==> src/rtl/zap_wb_arbiter.sv <==
// Two-master Wishbone arbiter (icache = m0, dcache = m1) with round-robin
// contention, burst-safe handover and an optional strobe timeout that drains the offender.
module zap_wb_arbiter #(
  parameter int unsigned TIMEOUT = 255
) (
  input  logic        i_clk,
  input  logic        i_reset,
  input  logic        i_m0_cyc,
  input  logic        i_m0_stb,
  input  logic        i_m0_wen,
  input  logic [3:0]  i_m0_sel,
  input  logic [31:0] i_m0_dat,
  input  logic [31:0] i_m0_adr,
  input  logic [2:0]  i_m0_cti,
  output logic        o_m0_ack,
  output logic        o_m0_err,
  output logic [31:0] o_m0_dat,
  input  logic        i_m1_cyc,
  input  logic        i_m1_stb,
  input  logic        i_m1_wen,
  input  logic [3:0]  i_m1_sel,
  input  logic [31:0] i_m1_dat,
  input  logic [31:0] i_m1_adr,
  input  logic [2:0]  i_m1_cti,
  output logic        o_m1_ack,
  output logic        o_m1_err,
  output logic [31:0] o_m1_dat,
  output logic        o_wb_cyc,
  output logic        o_wb_stb,
  output logic        o_wb_wen,
  output logic [3:0]  o_wb_sel,
  output logic [31:0] o_wb_dat,
  output logic [31:0] o_wb_adr,
  output logic [2:0]  o_wb_cti,
  input  logic        i_wb_ack,
  input  logic [31:0] i_wb_dat,
  output logic [1:0]  o_grant
);

  localparam int unsigned CNT_W = 16;
  localparam logic [CNT_W-1:0] CNT_MAX   = {CNT_W{1'b1}};
  localparam logic [CNT_W-1:0] TIMEOUT_C = CNT_W'(TIMEOUT);
  localparam bit               TO_EN     = (TIMEOUT != 0);

  typedef enum logic [2:0] {
    S_IDLE,
    S_GNT0,
    S_GNT1,
    S_DRAIN0,
    S_DRAIN1
  } state_t;

  state_t           state_q, state_d;
  logic             last_gnt_q, last_gnt_d;
  logic [CNT_W-1:0] cnt_q, cnt_d;
  logic             err0_q, err0_d;
  logic             err1_q, err1_d;

  logic own0, own1;
  logic own_cyc, pending, timeout, handover;

  assign own0 = (state_q == S_GNT0);
  assign own1 = (state_q == S_GNT1);

  assign o_grant  = {own1, own0};
  assign o_m0_ack = own0 & i_wb_ack;
  assign o_m1_ack = own1 & i_wb_ack;
  assign o_m0_err = err0_q;
  assign o_m1_err = err1_q;
  assign o_m0_dat = i_wb_dat;
  assign o_m1_dat = i_wb_dat;

  // Owner's request passes straight through; otherwise the bus is parked.
  always_comb begin
    o_wb_cyc = 1'b0;
    o_wb_stb = 1'b0;
    o_wb_wen = 1'b0;
    o_wb_sel = 4'd0;
    o_wb_dat = 32'd0;
    o_wb_adr = 32'd0;
    o_wb_cti = 3'b111;
    if (own0) begin
      o_wb_cyc = i_m0_cyc;
      o_wb_stb = i_m0_stb;
      o_wb_wen = i_m0_wen;
      o_wb_sel = i_m0_sel;
      o_wb_dat = i_m0_dat;
      o_wb_adr = i_m0_adr;
      o_wb_cti = i_m0_cti;
    end else if (own1) begin
      o_wb_cyc = i_m1_cyc;
      o_wb_stb = i_m1_stb;
      o_wb_wen = i_m1_wen;
      o_wb_sel = i_m1_sel;
      o_wb_dat = i_m1_dat;
      o_wb_adr = i_m1_adr;
      o_wb_cti = i_m1_cti;
    end
  end

  assign own_cyc  = own1 ? i_m1_cyc : i_m0_cyc;
  assign pending  = (own0 | own1) & o_wb_stb & ~i_wb_ack;
  assign timeout  = TO_EN & pending & (cnt_q == TIMEOUT_C);
  // Ownership may only move once the current strobe has been retired.
  assign handover = ~own_cyc & (~o_wb_stb | i_wb_ack);

  always_comb begin
    state_d    = state_q;
    last_gnt_d = last_gnt_q;
    err0_d     = 1'b0;
    err1_d     = 1'b0;
    cnt_d      = pending ? ((cnt_q == CNT_MAX) ? cnt_q : cnt_q + CNT_W'(1)) : '0;
    unique case (state_q)
      S_IDLE: begin
        if (i_m0_cyc && (!i_m1_cyc || last_gnt_q)) begin
          state_d    = S_GNT0;
          last_gnt_d = 1'b0;
        end else if (i_m1_cyc) begin
          state_d    = S_GNT1;
          last_gnt_d = 1'b1;
        end
      end
      S_GNT0: begin
        if (timeout) begin
          state_d = S_DRAIN0;
          err0_d  = 1'b1;
        end else if (handover) begin
          if (i_m1_cyc) begin
            state_d    = S_GNT1;
            last_gnt_d = 1'b1;
          end else begin
            state_d = S_IDLE;
          end
        end
      end
      S_GNT1: begin
        if (timeout) begin
          state_d = S_DRAIN1;
          err1_d  = 1'b1;
        end else if (handover) begin
          if (i_m0_cyc) begin
            state_d    = S_GNT0;
            last_gnt_d = 1'b0;
          end else begin
            state_d = S_IDLE;
          end
        end
      end
      S_DRAIN0: if (!i_m0_cyc) state_d = S_IDLE;
      S_DRAIN1: if (!i_m1_cyc) state_d = S_IDLE;
      default:  state_d = S_IDLE;
    endcase
  end

  always_ff @(posedge i_clk) begin
    if (i_reset) begin
      state_q    <= S_IDLE;
      last_gnt_q <= 1'b1;
      cnt_q      <= '0;
      err0_q     <= 1'b0;
      err1_q     <= 1'b0;
    end else begin
      state_q    <= state_d;
      last_gnt_q <= last_gnt_d;
      cnt_q      <= cnt_d;
      err0_q     <= err0_d;
      err1_q     <= err1_d;
    end
  end

endmodule

==> config.mk <==
export PLATFORM = sky130hd
export DESIGN_NAME = zap_wb_arbiter
export DESIGN_NICKNAME = d
export VERILOG_FILES = /design/src/rtl/zap_wb_arbiter.sv
export SDC_FILE = /design/constraint.sdc
export NUM_CORES = 1
export LEC_CHECK = 0
export BUFFER_PORTS_ARGS = -buffer_cell sky130_fd_sc_hd__buf_2
export CAP_MARGIN = 20
export CELL_PAD_IN_SITES_DETAIL_PLACEMENT = 0
export CELL_PAD_IN_SITES_GLOBAL_PLACEMENT = 2
export CORE_AREA = 8 8 138 140
export CTS_CLUSTER_SIZE = 10
export DETAILED_ROUTE_END_ITERATION = 8
export DIE_AREA = 0 0 146 148
export PLACE_DENSITY_LB_ADDON = 0.1
export SLEW_MARGIN = 5
export SYNTH_ARGS = -nofsm -noshare
export SYNTH_HDL_FRONTEND = slang
export SYNTH_SLANG_ARGS = --single-unit
==> constraint.sdc <==
create_clock -name i_clk -period 3.91 [get_ports i_clk]
set_clock_uncertainty 0.1 [all_clocks]
set_input_delay 0.5865 -clock i_clk [delete_from_list [all_inputs] [get_ports i_clk]]
set_output_delay 0.5865 -clock i_clk [all_outputs]
set_load 0.005 [all_outputs]
==> results.ini <==
[outcome]
outcome = finished, final reports clean

[setup_path]
r2r_start = state_q[0]$_SDFFE_PP0P_
cp_top_family = buffers and inverters
critical_path_class = flip-flop to output pin
required_ps = 3220
regToRegSetupSlack_ps = 1710
end_kind = output pin
reg2reg_to = state_q[1]$_SDFFE_PP0P_
crit_buf_inv = 3
crit_top_cell = nand2b_1
cp_max_fo = 37
max_stage_delay_ps = 550
cp_slowest_cell = dfxtp_1
crit_path_cell_trace = nand2b_1 -> nand2b_1 -> inv_2 -> buf_4 -> a22o_1 -> buf_2
crit_start = state_q[1]$_SDFFE_PP0P_
cp.arrival_ps = 2410
reg2regPathDepth = 5
crit_path_start_kind = flip-flop
cp.depth = 6

[yosys]
synth-edff-count = 0
ys_warn_count = 0
synth_top_area_cell = a22o_1
synth_most_common_cell = a22o_1
synth_area_sq_um = 2460
yosysSeqAreaShare_pct = 17.9
synth_top_area_share_pct = 24.9
synth_cell_types = 47
yosys-top-cells-count = 70 x a22o_1, 66 x buf_4, 22 x dfxtp_1
synthFlopType = dfxtp_1
synth-seq-cells = 22
syn_inst = 312
synth.net_count = 496
synth.avg_cell_area_sq_um = 7.90
synthTopCellsByArea = a22o_1 25%, buf_4 20%, dfxtp_1 18%
ys_async_sr_fraction_pct = 0

[sta]
rsz0062_at_grt = false
finalHoldViolCount = 0
worst_pin_slew_ps = 653
finalSetupTns_ps = 0
period_needed_ps = 3090
clock.fmax_ghz = 0.323
relSlewSlack_pct = 56.4
post-route-period-util_pct = 79.1
slew_violations = 0
finalSetupViolCount = 0

[floorplanning]
chipHeight_um = 148
std_cell_rows = 48
ios = 327
die_width_um = 146
start_util_pct = 14.5
core_sq_um = 16900
dieArea_sq_um = 21600

[worst_hold_path]
worstHoldPathCells = 2
hold_end = cnt_q[1]$_SDFFE_PP0P_
hold_start = cnt_q[1]$_SDFFE_PP0P_
hp-class = flip-flop to flip-flop

[clock_network]
clk_root_buffer_cell = clkbuf_16
clk_pin_slew_ps = 60
cts_buffer_depth = 2
cts_hold_buf = 0
clkLatencyLatePin_ps = 250
cts_resized = 0
cts_tree = built
post-cts-setup-buffers = 0
clock-sinks = 22
cts_made_buffers = 3
htree_levels = 1

[grt]
grt_max_degree = 38
grtUsageTotal_pct = 11.7
grt_pass1_wl_um = 19500
grt_pass1_vias = 2849
overflow = 0
antenna_found_initial = 1

[place]
hpwl_um = 11600
gp_congestion = 0.783
io_buffers = 230
dp_cells = 684

[layout]
stdcell_count = 687
final_layout_size_suffix_gt1_share_pct = 53.5
diodes = 0
area_delta_synth_final_pct = 39.3
nets = 648

[drt]
drt_iter0_markers = 101
wl_um = 13600
post_drt_wl_per_cell_um = 19.8
drcViolationCount = 0
vias_per_cell = 4.21
ant_nets = 0
firstDrtPassIters = 4
vias = 2894

[pwr]
power_leakage_nw = 1.73
vdd_drop_max_mv = 0.151
power_density_nw_per_um2 = 535

[job]
maxCapViolCount = 0

-- how the worst max path moves through the flow --
stage	slack (ps)	endpoint
2_1_floorplan	1750	o_wb_adr[18]
3_3_place_gp	1040	o_wb_adr[24]
3_5_place_dp	1040	o_wb_adr[24]
4_1_cts	770	o_wb_adr[1]
5_1_grt	640	o_wb_adr[1]
6_report	820	o_wb_adr[24]
-- registers in the layout (all words and copies together), names as in the netlist --
| name | count |
|---|---|
| cnt_q | 16 |
| last_gnt_q | 1 |
| o_m0_err | 1 |
| o_m1_err | 1 |
| state_q | 3 |
-- logic make-up after synthesis --
kind of cell               after synthesis  share of synthesized area [%]
and+or+nand+nor                         79                           17.4
AOI/OAI and AO/OA                      108                           36.4
xor gates and xnor gates                 8                           2.84
adders and majority gates                2                          0.914
buffers and inverters                   93                           24.5
DFF                                     22                           17.9
-- per-layer routing --
metal,global-route usage [%],vias up,part of all wire [%]
met1,11.5,1335,35
met4,2.16,2,0.88
met5,0,-,0.096
li1,-,1405,-
met3,3.73,11,8.5
met2,23.5,141,56
-- tightest hold or removal path: cells and delay by family (launching register included) --
kind / cells / cell delay, ps
AOI/OAI and AO/OA: 1 / 50
DFF: 1 / 330
and+or+nand+nor: 1 / 60
-- cell usage in the layout (no fill, tap or decap), drive strengths merged, types with 2 or more instances in the layout --
| cell | count |
|---|---|
| clkbuf | 3 |
| buf | 234 |
| a211o | 2 |
| inv | 6 |
| nor2b | 2 |
| nand3b | 4 |
| nand4 | 4 |
| a22o | 70 |
| and4 | 3 |
| and2 | 2 |
| o22a | 3 |
| o32ai | 2 |
| nor3b | 2 |
| nor3 | 10 |
| nand3 | 3 |
| or3 | 2 |
| o2111ai | 2 |
| nand2b | 4 |
| o21ai | 8 |
| and3 | 6 |
| nand2 | 10 |
| dfxtp | 22 |
| nor2 | 20 |
| a21oi | 7 |
| a31oi | 2 |
| a22oi | 2 |
| or2 | 4 |
| a211oi | 3 |
| o211ai | 2 |
| xor2 | 7 |
-- final cells by class --
cell class	count	area [sq um]
Clock buffer	3	75.1
Fill cell	1962	13500
Inverter	6	22.5
Multi-Input combinational cell	197	1420
Sequential cell	22	440
Tap cell	225	282
Timing Repair Buffer	234	1190
-- report_power, final --
part / total, W / leakage, nW / switching (W) / internal [W]
clock network: 0.000213 / 0.0370 / 0.0000784 / 0.000135
logic: 0.00135 / 1.51 / 0.000694 / 0.000653
registers: 0.000276 / 0.178 / 0.0000363 / 0.000240
total: 0.00184 / 1.73 / 0.000808 / 0.00103
-- per-stage QoR --
stage | hold slack (ps) | cell area, sq um | worst slack (ps) | util [%] | total power, W
after floorplan | 358 | 2460 | 1750 | - | 0.00105
after global placement | 378 | 3360 | 1040 | 19.8 | 0.00170
after detailed placement | 385 | 3360 | 1040 | 19.8 | 0.00167
after CTS | 394 | 3430 | 771 | 20.3 | 0.00189
after global routing | 421 | 3430 | 641 | 20.3 | 0.00198
final | 393 | 3430 | 817 | 20.3 | 0.00184
No activity file was read; power rests on OpenSTA's default activity.
